[config.mk]
export PLATFORM = sky130hd
export DESIGN_NAME = coord_packet_deframer
export DESIGN_NICKNAME = d
export VERILOG_FILES = /design/src/rtl/coord_packet_deframer.sv
export SDC_FILE = /design/constraint.sdc
export NUM_CORES = 1
export LEC_CHECK = 0
export BUFFER_PORTS_ARGS = -buffer_cell sky130_fd_sc_hd__buf_4
export CORE_UTILIZATION = 59
export CTS_BUF_LIST = sky130_fd_sc_hd__clkbuf_8
export CTS_CLUSTER_DIAMETER = 100
export DETAILED_ROUTE_END_ITERATION = 7
export PLACE_DENSITY = 0.78
export SETUP_SLACK_MARGIN = 0.2
export SYNTH_ARGS = -nofsm -noshare
export SYNTH_HDL_FRONTEND = slang
export SYNTH_SLANG_ARGS = --single-unit
[constraint.sdc]
create_clock -name clk_in -period 2.4 [get_ports clk_in]
set_input_delay 0.12 -clock clk_in [delete_from_list [all_inputs] [get_ports clk_in]]
set_output_delay 0.12 -clock clk_in [all_outputs]
set_load 0.05 [all_outputs]
[src/rtl/coord_packet_deframer.sv]
// UART coordinate-packet deframer: hunts for a 0xFF sync run, then unpacks NUM_POINTS 12-bit (x,y) pairs.
// Define CHECKSUM_EN to expect a trailing XOR checksum byte after the payload.
//
// state   | meaning
// HUNT    | counting consecutive 0xFF bytes, waiting for a full header
// PAYLOAD | collecting 3*NUM_POINTS payload bytes into the shadow buffer
// CHECK   | waiting for the XOR checksum byte (CHECKSUM_EN builds only)
module coord_packet_deframer #(
    parameter int NUM_POINTS     = 2,
    parameter int SYNC_LEN       = 3,
    parameter int TIMEOUT_CYCLES = 65000
) (
    input  logic                      clk_in,
    input  logic                      rst_in,
    input  logic [7:0]                byte_in,
    input  logic                      byte_valid_in,
    input  logic                      clr_stats_in,
    output logic [12*NUM_POINTS-1:0]  x_out,
    output logic [12*NUM_POINTS-1:0]  y_out,
    output logic                      frame_valid_out,
    output logic                      busy_out,
    output logic [15:0]               frame_count_out,
    output logic [7:0]                err_count_out
);

    localparam int PAY_LEN = 3 * NUM_POINTS;
    localparam int IDX_W   = $clog2(PAY_LEN);
    localparam int TO_W    = $clog2(TIMEOUT_CYCLES + 1);

    localparam logic [IDX_W-1:0] IDX_LAST  = IDX_W'(PAY_LEN - 1);
    localparam logic [TO_W-1:0]  TO_LAST   = TO_W'(TIMEOUT_CYCLES - 1);
    localparam logic [2:0]       SYNC_LAST = 3'(SYNC_LEN - 1);

    localparam logic [1:0] ST_HUNT    = 2'd0;
    localparam logic [1:0] ST_PAYLOAD = 2'd1;
`ifdef CHECKSUM_EN
    localparam logic [1:0] ST_CHECK   = 2'd2;
    logic [7:0] csum;
`endif

    logic [1:0]              state, state_next;
    logic [2:0]              sync_cnt;
    logic [IDX_W-1:0]        idx;
    logic [TO_W-1:0]         to_cnt;
    logic [7:0]              pay      [PAY_LEN];
    logic [7:0]              pay_next [PAY_LEN];
    logic [12*NUM_POINTS-1:0] x_next, y_next;
    logic                    commit, bad, to_expire, last_byte;

    assign last_byte = (idx == IDX_LAST);
    assign to_expire = (state != ST_HUNT) && !byte_valid_in && (to_cnt == TO_LAST);

    always_comb begin
        state_next = state;
        commit     = 1'b0;
        bad        = 1'b0;
        case (state)
            ST_HUNT: begin
                if (byte_valid_in && byte_in == 8'hFF && sync_cnt == SYNC_LAST)
                    state_next = ST_PAYLOAD;
            end
            ST_PAYLOAD: begin
                if (byte_valid_in) begin
                    if (last_byte) begin
`ifdef CHECKSUM_EN
                        state_next = ST_CHECK;
`else
                        state_next = ST_HUNT;
                        commit     = 1'b1;
`endif
                    end
                end else if (to_expire) begin
                    state_next = ST_HUNT;
                    bad        = 1'b1;
                end
            end
`ifdef CHECKSUM_EN
            ST_CHECK: begin
                if (byte_valid_in) begin
                    state_next = ST_HUNT;
                    if (byte_in == csum) commit = 1'b1;
                    else                 bad    = 1'b1;
                end else if (to_expire) begin
                    state_next = ST_HUNT;
                    bad        = 1'b1;
                end
            end
`endif
            default: state_next = ST_HUNT;
        endcase
    end

    // The final payload byte is merged here so a commit on that same edge sees the whole frame.
    always_comb begin
        for (int i = 0; i < PAY_LEN; i++) pay_next[i] = pay[i];
        if (state == ST_PAYLOAD && byte_valid_in) pay_next[idx] = byte_in;
        x_next = '0;
        y_next = '0;
        for (int i = 0; i < NUM_POINTS; i++) begin
            x_next[12*i +: 12] = {pay_next[3*i], pay_next[3*i+1][7:4]};
            y_next[12*i +: 12] = {pay_next[3*i+1][3:0], pay_next[3*i+2]};
        end
    end

    always_ff @(posedge clk_in or negedge rst_in) begin
        if (!rst_in) begin
            state           <= ST_HUNT;
            sync_cnt        <= '0;
            idx             <= '0;
            to_cnt          <= '0;
            for (int i = 0; i < PAY_LEN; i++) pay[i] <= '0;
            x_out           <= '0;
            y_out           <= '0;
            frame_valid_out <= 1'b0;
            busy_out        <= 1'b0;
            frame_count_out <= '0;
            err_count_out   <= '0;
`ifdef CHECKSUM_EN
            csum            <= '0;
`endif
        end else begin
            state           <= state_next;
            busy_out        <= (state_next != ST_HUNT);
            frame_valid_out <= commit;
            for (int i = 0; i < PAY_LEN; i++) pay[i] <= pay_next[i];

            if (commit) begin
                x_out <= x_next;
                y_out <= y_next;
            end

            if (state == ST_HUNT && byte_valid_in) begin
                if (byte_in != 8'hFF || sync_cnt == SYNC_LAST) sync_cnt <= '0;
                else                                          sync_cnt <= sync_cnt + 1'b1;
            end

            if (state == ST_HUNT)                       idx <= '0;
            else if (state == ST_PAYLOAD && byte_valid_in) idx <= last_byte ? '0 : idx + 1'b1;

            // Idle time only accrues inside a frame; any strobe restarts it.
            if (state == ST_HUNT || byte_valid_in || to_expire) to_cnt <= '0;
            else                                                 to_cnt <= to_cnt + 1'b1;

`ifdef CHECKSUM_EN
            if (state == ST_HUNT)                          csum <= '0;
            else if (state == ST_PAYLOAD && byte_valid_in) csum <= csum ^ byte_in;
`endif

            if (clr_stats_in) begin
                frame_count_out <= '0;
                err_count_out   <= '0;
            end else begin
                if (commit)                         frame_count_out <= frame_count_out + 1'b1;
                if (bad && err_count_out != 8'hFF)  err_count_out   <= err_count_out + 1'b1;
            end
        end
    end

endmodule

==> results.txt, run 1 <==
----------------------------------------------------
[Finish]
  Signed area change from the synthesized netlist to the final layout ... 22.3%
  Ant diodes ... 0
  Layout net count ... 623
  Leading cell types in the layout, fill and taps excluded ... 138 x sky130_fd_sc_hd__dfrtp_1, 93 x sky130_fd_sc_hd__buf_4, 92 x sky130_fd_sc_hd__nand2_1
  Number of standard cells in the final layout excluding fillers ... 752
  Most common cell after layout, fill and taps aside ... sky130_fd_sc_hd__dfrtp_1
  Core occupancy in the finished layout ... 73.8%
  Share of layout cells above drive strength 1 ... 32.6%

[Pwr]
  Final Total Pwr ... 4.31 mW
  Leakage power ... 3.61 nW
  Pwr per Cell Area ... 600 nW/µm²
  Worst IR drop on VDD ... 0.619 mV

[Global route]
  Tot GR Track Use ... 24.9%
  Global-route wire length before repair ... 19.4 mm
  Via count of the first global-routing pass ... 4020
  Maximum number of pins on one net before global-route repair ... 78
  Grt total ovfl ... 0
  Number of antenna violations at the first check in global routing ... 0

[Clocking]
  TritonCTS sink count ... 138
  Deepest clock path buffer count ... 2
  Clock Root Buffer ... sky130_fd_sc_hd__clkbuf_8
  CTS tree ... built
  Count of H-tree levels built during CTS ... 4
  Register clock-pin slew on the reported worst setup and hold paths ... 0.08 ns
  Worst-Skew Late Latency ... 0.44 ns
  Number of buffers inserted during clock tree synthesis ... 17

[Timing]
  Max Fclk ... 472 MHz
  Final Max Tran Viols ... 0
  Post-Route Skew ... 0.0110 ns
  Setup repair after global routing missed its margin ... no
  Setup TNS ... 0 ns
  Final hold violation count ... 0
  Relative slew margins ... 54.4%
  Final critical delay including setup and external delays ... 2.12 ns
  Share of the cycle needed by the critical path after routing ... 88.2%
  Final worst-path setup slack ... 0.283 ns
  Worst Tran Pin Value ... 0.684 ns
  Setup-violating endpoint count in the final report ... 0

[Routing]
  Per-cell via count in the routed design ... 5.41
  Residual antenna-violating net count after detailed routing ... 0
  Pre-antenna DRT Iters ... 5
  Detailed Route Iter0 Violations ... 135
  DR WL/cell ... 15.8 µm
  Total vias in the final route ... 4067
  Total Routed Length ... 11.9 mm
  Drt drc ... 0

[Critical path]
  Arrival time reported for the critical path endpoint ... 2.44 ns
  Worst setup path startpoint ... state[1]
  Critical setup path kind ... flip-flop to flip-flop
  Setup crit end kind ... flip-flop
  Data required time at the worst endpoint ... 2.72 ns
  Critical Path Source Type ... flip-flop
  Maximum net fanout on the critical path ... 10
  FF-to-FF Start ... state[1]

[Floorplanning]
  Die Y ... 102 µm
  Top-level port count ... 86
  Effective utilization at floorplan ... 60.4%
  Chip width ... 102 µm
  Area of the die ... 10400 µm²
  Number of placement rows ... 36
  Placeable core region ... 9730 µm²

[Run]
  MaxCap Viol Count ... 0

[Hold path]
  Worst Hold Class ... primary input to flip-flop
  HP Start ... clr_stats_in

[Synthesis]
  Synth warn ... 0
  Count of mapped cells out of synthesis ... 499
  Post-synth EDFFs ... 0
  Net count after synthesis ... 516
  Synth unique cells ... 41
  Number of flip-flops and latches in the synthesized netlist ... 138
  Post-synth top flop ... sky130_fd_sc_hd__dfrtp_1
  Post-synthesis instance area ... 5870 µm²
  Synthesized area per cell ... 11.8 µm²
  Async set-or-reset flop fraction in the synthesized netlist ... 100%
  Register area share after synthesis ... 58.8%

[Placement]
  Number of port buffers ... 85
  Post-Place Setup Slack ... 0.259 ns
  Total half-perimeter wirelength after legalization and detailed placement ... 7.92 mm
  Placed cell count ... 710
  GP Congestion ... 0.823

[Status]
  Outcome ... finished, final reports clean

----------------------------------------------------
synth_stat cells, drive strengths merged (9+ instances only):
cell     n  area [µm²]
dfrtp  138        3450
nand2   92         345
mux2    65         792
nor2    40         150
nand3   18        95.1
xnor2   17         149
xor2    13         114
o21ai   12        60.1
buf     11        73.8
inv     10        37.5
and3     9        56.3
nand4    9        56.3
nor4     9        56.3
registers in the layout, indices dropped and copies added (netlist names):
signal           count
busy_out             1
err_count_out        8
frame_count_out     16
frame_valid_out      1
idx                  3
pay                 40
state                2
sync_cnt             3
to_cnt              16
x_out               24
y_out               24
where the power goes:
part           internal, mW  leakage [nW]  switching (mW)
sequential             2.33          1.92         0.00685
combinational        0.0408          1.49          0.0855
clock                 0.901         0.196           0.944
worst max-delay path: stages (launching register included):
cell and delay [ns]:
sky130_fd_sc_hd__dfrtp_1 0.50, sky130_fd_sc_hd__nand4bb_4 0.26, sky130_fd_sc_hd__or3_1 0.59, sky130_fd_sc_hd__mux2_4 0.40, sky130_fd_sc_hd__mux2_4 0.25
what timing repair did:
item | CTS | global route
gates resized for setup | 0 | 1
buffers inserted | 0 | 1
hold endpoints to repair | 90 | 0
endpoints found under the setup margin | 0 | 11
hold buffers | 9 | 0
cells by family after synthesis:
group           synth area share, %
buf+inv                        2.28
fa+ha+maj                      1.06
mux                            13.7
compound gates                 2.60
other cells                  0.0638
xor+xnor                       4.47
flops                          58.8
simple gates                   17.1
final cells by class:
| cell class | count | area [µm²] |
|---|---|---|
| clock buffer | 19 | 262 |
| multi-input combinational | 334 | 2290 |
| tap | 133 | 166 |
| clock inverter | 13 | 131 |
| timing repair buffer | 105 | 840 |
| inverter | 10 | 37.5 |
| fill | 697 | 2550 |
| sequential | 138 | 3450 |
routing by layer:
| layer | part of all wire, % | wire length (µm) | track usage [%] |
|---|---|---|---|
| met5 | 0 | 0 | 0 |
| met4 | 1.3 | 152 | 7.02 |
| met3 | 5.0 | 592 | 8.49 |
| met2 | 50 | 5930 | 41.7 |
| met1 | 44 | 5190 | 30.8 |
final timing paths:
kind | end | slack (ns) | cells past startpoint
worst max register to register | x_out[15] | 0.28 | 4
min in group asynchronous | frame_count_out[13] | 0.27 | 2
worst max-delay path | x_out[15] | 0.28 | 4
max in group asynchronous | err_count_out[6] | 1.32 | 3
worst min-delay path | frame_count_out[1] | 0.02 | 2
worst min register to register | y_out[11] | 0.48 | 2
metrics by stage:
step | hold slack (ns) | instance area (µm²)
finish | 0.0249 | 7180
global route | 0.0147 | 7180
CTS | 0.0116 | 7160
detailed placement | 0.193 | 6670
global placement | 0.189 | 6670
floorplan | -0.176 | 5870
(Power assumes the default switching activity.)
==> inputs of run 2 (changes only) <==
ABC_CLOCK_PERIOD_IN_PS = 2400   (was default)
RECOVER_POWER = 100   (was default)
==> results.txt, run 2 (synthesis gave the netlist of run 1 again) <==
----------------------------------------------------
[Status]
  Outcome ... finished, final reports clean

[Timing]
  Final Max Tran Viols ... 0 (unchanged)
  Final critical delay including setup and external delays ... 2.18 ns (+0.0625 ns)
  Post-Route Skew ... 0.0108 ns (-0.000227 ns)
  Relative slew margins ... 32.4% (-22 points)
  Setup repair after global routing missed its margin ... no
  Setup-violating endpoint count in the final report ... 0 (unchanged)
  Max Fclk ... 459 MHz (-2.9%)
  Worst Tran Pin Value ... 1.01 ns (+0.331 ns)
  Share of the cycle needed by the critical path after routing ... 90.8% (+2.6 points)
  Setup TNS ... 0 ns (unchanged)
  Final hold violation count ... 0 (unchanged)

[Critical path]
  Capture point of the critical path ... x_out[5]
  Critical Path Source Type ... flip-flop
  Levels on crit path ... 5 (+1)
  Critical setup path kind ... flip-flop to flip-flop
  Setup crit end kind ... flip-flop
  Reg2reg end ... x_out[5]
  Slack of the worst reg-to-reg path ... 0.22 ns (-0.06 ns)
  FF-to-FF Start ... state[1]
  Worst Reg-to-Reg Cells ... 5 (+1)
  Delay-heaviest family, CP ... simple AND/OR/NAND/NOR gates
  Total buffers and inverters traversed by the critical path ... 1 (+1)
  Critical Path, Cell by Cell ... and4bb_1, nor3b_1, buf_12, mux2_1, mux2_2
  Worst setup path startpoint ... state[1]
  Slowest stage cell on the critical path ... sky130_fd_sc_hd__dfrtp_1
  Maximum net fanout on the critical path ... 10 (unchanged)
  Data required time at the worst endpoint ... 2.73 ns (about the same)
  Delay of the slowest cell on the worst path ... 0.49 ns (-0.10 ns)
  Arrival time reported for the critical path endpoint ... 2.51 ns (+0.07 ns)

[Routing]
  Per-cell via count in the routed design ... 5.43 (+0.37%)
  Total vias in the final route ... 4082 (+0.37%)
  DR WL/cell ... 15.8 µm (+0.23%)
  Residual antenna-violating net count after detailed routing ... 0 (unchanged)
  Pre-antenna DRT Iters ... 4 (-1)
  Total Routed Length ... 11.9 mm (+0.23%)
  Drt drc ... 0 (unchanged)
  Detailed Route Iter0 Violations ... 137 (+1.5%)

[Placement]
  Total half-perimeter wirelength after legalization and detailed placement ... 7.92 mm (unchanged)
  GP Congestion ... 0.823 (unchanged)
  Number of port buffers ... 85 (unchanged)

[Clocking]
  CTS tree ... built
  TritonCTS sink count ... 138 (unchanged)
  Worst-Skew Late Latency ... 0.44 ns (about the same)
  Clock Root Buffer ... sky130_fd_sc_hd__clkbuf_8
  Number of buffers inserted during clock tree synthesis ... 17 (unchanged)
  Register clock-pin slew on the reported worst setup and hold paths ... 0.08 ns (about the same)
  Deepest clock path buffer count ... 2 (unchanged)
  Count of H-tree levels built during CTS ... 4 (unchanged)

[Floorplanning]
  Effective utilization at floorplan ... 60.4% (unchanged)
  Die Y ... 102 µm (unchanged)
  Number of placement rows ... 36 (unchanged)
  Placeable core region ... 9730 µm² (unchanged)
  Top-level port count ... 86 (unchanged)
  Chip width ... 102 µm (unchanged)
  Area of the die ... 10400 µm² (unchanged)

[Global route]
  Via count of the first global-routing pass ... 4020 (unchanged)
  Tot GR Track Use ... 24.9% (unchanged)
  Grt total ovfl ... 0 (unchanged)
  Maximum number of pins on one net before global-route repair ... 78 (unchanged)
  Global-route wire length before repair ... 19.4 mm (unchanged)
  Number of antenna violations at the first check in global routing ... 0 (unchanged)

[Run]
  MaxCap Viol Count ... 0 (unchanged)

[Pwr]
  Worst IR drop on VDD ... 0.613 mV (-0.99%)
  Pwr per Cell Area ... 632 nW/µm² (+5.4%)
  Leakage power ... 3.26 nW (-9.5%)
  Final Total Pwr ... 4.30 mW (-0.35%)

[Finish]
  Count of filler cells inserted in the layout ... 824 (+18%)
  Signed area change from the synthesized netlist to the final layout ... 15.6%
  Core occupancy in the finished layout ... 69.8% (-4.0 points)
  Share of layout cells above drive strength 1 ... 14.2% (-18 points)
  Ant diodes ... 0 (unchanged)
  Registers with the most flip-flops ... pay (40), x_out (24), y_out (24)
  Leading cell types in the layout, fill and taps excluded ... 138 x sky130_fd_sc_hd__dfrtp_1, 92 x sky130_fd_sc_hd__nand2_1, 77 x sky130_fd_sc_hd__clkbuf_1
  Biggest register ... pay
  Number of flip-flops under the largest register name ... 40 (unchanged)
  Layout net count ... 623 (unchanged)
  Most common cell after layout, fill and taps aside ... sky130_fd_sc_hd__dfrtp_1

[Hold path]
  HP Start ... clr_stats_in
  Worst Hold Class ... primary input to flip-flop

----------------------------------------------------
## run 2: power by group
group / switching, mW / leakage [nW] / internal [mW]
Sequential: 0.00645 / 1.92 / 2.33
Combinational: 0.0847 / 1.15 / 0.0319
Clock: 0.938 / 0.196 / 0.902
Total: 1.03 / 3.26 / 3.27
## run 2: worst register-to-register path: stages, from the launching register on
cell	delay, ns
sky130_fd_sc_hd__dfrtp_1	0.49
sky130_fd_sc_hd__and4bb_1	0.39
sky130_fd_sc_hd__nor3b_1	0.39
sky130_fd_sc_hd__buf_12	0.18
sky130_fd_sc_hd__mux2_1	0.35
sky130_fd_sc_hd__mux2_2	0.27
## run 2: area by class of cell
type	instances	area, µm²	share of cell area [%]
clock buffers	19	262	3.85
clock inverters	13	131	1.93
inverters	10	37.5	0.553
multi-input cells	334	2200	32.3
flip-flops and latches	138	3450	50.8
well taps	133	166	2.45
repair buffers	105	546	8.03
## run 2: per-stage QoR
stage | hold WS [ns] | cell area, µm² | worst slack, ns | instances
2_1_floorplan | -0.176 | 5870 | 0.222 | 499
3_3_place_gp | 0.189 | 6670 | 0.344 | 710
3_5_place_dp | 0.193 | 6670 | 0.259 | 710
4_1_cts | 0.0116 | 7160 | 0.255 | 751
5_1_grt | 0.0147 | 6790 | 0.125 | 752
6_report | 0.0294 | 6790 | 0.220 | 752
## run 2: routing by layer
layer  up-vias  share of wire, %  track usage, %
li1       1927                 -               -
met1      2040                44            30.8
met2       102                50            41.7
met3        13               5.3            8.49
met4         0               1.1            7.02
met5         -                 0               0
## run 2: what timing repair did
| action | CTS | global route |
|---|---|---|
| hold buffers | 9 | 0 |
| endpoints found under the hold margin | 90 | 0 |
| endpoints found under the setup margin | 0 | 11 |
| gates resized for setup | 0 | 1 |
| buffers inserted | 0 | 1 |
## run 2: worst min path at each step
stage | end | slack (ns) | depth (start not counted)
5_1_grt | frame_count_out[0] | 0.01 | 2
6_report | frame_count_out[1] | 0.03 | 2
3_3_place_gp | frame_count_out[12] | 0.19 | 1
4_1_cts | frame_count_out[1] | 0.01 | 2
2_1_floorplan | busy_out | -0.18 | 0
3_5_place_dp | frame_count_out[13] | 0.19 | 1
==> inputs of run 3 (changes only) <==
CORE_MARGIN = 10   (was default)
==> results.txt, run 3 (synthesis gave the netlist of run 1 again) <==
----------------------------------------------------
[Status]
  Outcome ... finished, final reports clean

[Routing]
  Pre-antenna DRT Iters ... 4 (unchanged)
  Total Routed Length ... 12.8 mm (+7.3%)
  Residual antenna-violating net count after detailed routing ... 0 (unchanged)
  Drt drc ... 0 (unchanged)
  Per-cell via count in the routed design ... 5.34 (-1.6%)
  Total vias in the final route ... 4008 (-1.8%)
  Detailed Route Iter0 Violations ... 317 (+130%)
  DR WL/cell ... 17.0 µm (+7.6%)

[Finish]
  Combined area of the multi-input logic cells ... 2200 µm² (+0.23%)
  Number of flip-flops under the largest register name ... 40 (unchanged)
  Number of standard cells in the final layout excluding fillers ... 750 (-0.27%)
  Registers with the most flip-flops ... pay (40), x_out (24), y_out (24)
  Count of filler cells inserted in the layout ... 776 (-5.8%)
  Area used by sequential logic in the layout ... 3450 µm² (unchanged)
  Most common cell after layout, fill and taps aside ... sky130_fd_sc_hd__dfrtp_1
  Biggest register ... pay
  Share of layout cells above drive strength 1 ... 13.6% (-0.60 points)
  Leading cell types in the layout, fill and taps excluded ... 138 x sky130_fd_sc_hd__dfrtp_1, 92 x sky130_fd_sc_hd__nand2_1, 75 x sky130_fd_sc_hd__clkbuf_1
  Signed area change from the synthesized netlist to the final layout ... 15.9%
  Ant diodes ... 0 (unchanged)
  Layout net count ... 621 (-0.32%)

[Global route]
  Number of antenna violations at the first check in global routing ... 0 (unchanged)
  Maximum number of pins on one net before global-route repair ... 55 (-29%)
  Global-route wire length before repair ... 21.5 mm (+11%)
  Tot GR Track Use ... 18.5% (-6.4 points)
  Grt total ovfl ... 0 (unchanged)
  Via count of the first global-routing pass ... 4246 (+5.6%)

[Pwr]
  Final Total Pwr ... 4.44 mW (+3.3%)
  Worst IR drop on VDD ... 0.626 mV (+2.1%)
  Leakage power ... 3.27 nW (+0.27%)
  Pwr per Cell Area ... 652 nW/µm² (+3.1%)

[Clocking]
  Number of buffers inserted during clock tree synthesis ... 17 (unchanged)
  Worst-Skew Late Latency ... 0.44 ns (about the same)
  Clock Root Buffer ... sky130_fd_sc_hd__clkbuf_8
  Count of H-tree levels built during CTS ... 4 (unchanged)
  Deepest clock path buffer count ... 2 (unchanged)
  CTS tree ... built
  TritonCTS sink count ... 138 (unchanged)
  Register clock-pin slew on the reported worst setup and hold paths ... 0.08 ns (about the same)

[Critical path]
  Critical Path Source Type ... flip-flop
  Maximum net fanout on the critical path ... 10 (unchanged)
  FF-to-FF Start ... state[1]
  Reg2reg end ... x_out[8]
  Delay of the slowest cell on the worst path ... 0.48 ns (about the same)
  Critical setup path kind ... flip-flop to flip-flop
  Setup crit end kind ... flip-flop
  Worst Reg-to-Reg Cells ... 5 (unchanged)
  Slowest stage cell on the critical path ... sky130_fd_sc_hd__dfrtp_1
  Data required time at the worst endpoint ... 2.73 ns (about the same)
  Critical Path, Cell by Cell ... and4bb_1, nor3b_1, buf_12, mux2_1, mux2_2
  Arrival time reported for the critical path endpoint ... 2.52 ns (about the same)
  Slack of the worst reg-to-reg path ... 0.21 ns (about the same)

[Hold path]
  Number of cells on the worst hold path ... 2 (unchanged)
  Worst Hold Class ... primary input to flip-flop
  HP Start ... clr_stats_in
  Hold path endpoint ... err_count_out[4]

[Placement]
  Total half-perimeter wirelength after legalization and detailed placement ... 8.57 mm (+8.2%)
  Number of port buffers ... 85 (unchanged)
  Placed cell count ... 708 (-0.28%)
  GP Congestion ... 0.820 (-0.43%)

[Floorplanning]
  Area of the die ... 14300 µm² (+38%)
  Effective utilization at floorplan ... 60.4% (unchanged)
  Placeable core region ... 9730 µm² (unchanged)
  Top-level port count ... 86 (unchanged)
  Chip width ... 120 µm (+18%)
  Number of placement rows ... 36 (unchanged)
  Die Y ... 120 µm (+18%)

[Timing]
  Max Fclk ... 457 MHz (-0.41%)
  Final Max Tran Viols ... 0 (unchanged)
  Worst Tran Pin Value ... 1.13 ns (+0.113 ns)
  Relative slew margins ... 24.8% (-7.5 points)
  Post-Route Skew ... 0.0126 ns (+0.00184 ns)
  Final critical delay including setup and external delays ... 2.19 ns (+0.00906 ns)
  Share of the cycle needed by the critical path after routing ... 91.2% (+0.38 points)
  Setup-violating endpoint count in the final report ... 0 (unchanged)
  Setup TNS ... 0 ns (unchanged)
  Final hold violation count ... 0 (unchanged)
  Setup repair after global routing missed its margin ... no

[Run]
  MaxCap Viol Count ... 0 (unchanged)

----------------------------------------------------
[run 3: cell types whose count changed in the layout (fill, tap and decap cells not counted), sizes merged]
| cell | change |
|---|---|
| clkbuf | -1 |
| buf | -2 |
| bufinv | +2 |
| inv | -2 |
| clkinvlp | +1 |
[run 3: report_power, final]
group | switching, mW | internal [mW] | leakage, nW
combinational | 0.0864 | 0.0317 | 1.15
clock | 0.921 | 1.06 | 0.209
sequential | 0.00624 | 2.33 | 1.92
[run 3: worst max path at each step]
stage / startpoint / end / slack (ns) / cells past startpoint
after floorplan: err_count_out[0] / err_count_out[6] / 0.22 / 7
after global placement: state[1] / x_out[7] / 0.34 / 4
after detailed placement: state[1] / x_out[8] / 0.28 / 4
after CTS: state[1] / x_out[8] / 0.26 / 4
after global routing: state[1] / y_out[23] / 0.15 / 4
final: state[1] / x_out[8] / 0.21 / 5
[run 3: area by class of cell]
cell class	count	area share (%)
flip-flops and latches	138	50.7
multi-input cells	334	32.3
repair buffers	103	7.81
clock buffers	18	3.64
clock inverters	14	2.54
well taps	133	2.44
inverters	10	0.551
[run 3: stage by stage]
step	setup WS [ns]	area (µm²)	hold slack, ns	utilization [%]
2_1_floorplan	0.222	5870	-0.176	-
3_3_place_gp	0.341	6670	0.0728	68.6
4_1_cts	0.262	7180	0.00457	73.8
5_1_grt	0.147	6810	0.0207	70.0
6_report	0.211	6810	0.0235	70.0
3_5_place_dp	0.278	6670	0.0805	68.6
[run 3: worst max-delay path, delay by kind of cell, from the launching register on]
| family | cells | cell delay, ns |
|---|---|---|
| buf+inv | 1 | 0.19 |
| flops | 1 | 0.48 |
| mux | 2 | 0.64 |
| simple gates | 2 | 0.77 |
[run 3: routing by layer]
metal  global-route usage [%]  part of all wire [%]  vias to the layer above
met4                     6.86                   1.5                        0
li1                         -                     -                     1915
met2                     29.6                    49                       88
met3                     7.31                   5.8                       14
met1                     22.2                    44                     1991
met5                        0                     0                        -
[run 3: repair_timing]
action | 4_1_cts | 5_1_grt
hold buffers | 9 | 0
hold endpoints to repair | 97 | 0
endpoints found under the setup margin | 0 | 9
setup buffers | 0 | 1
gates resized for setup | 0 | 1
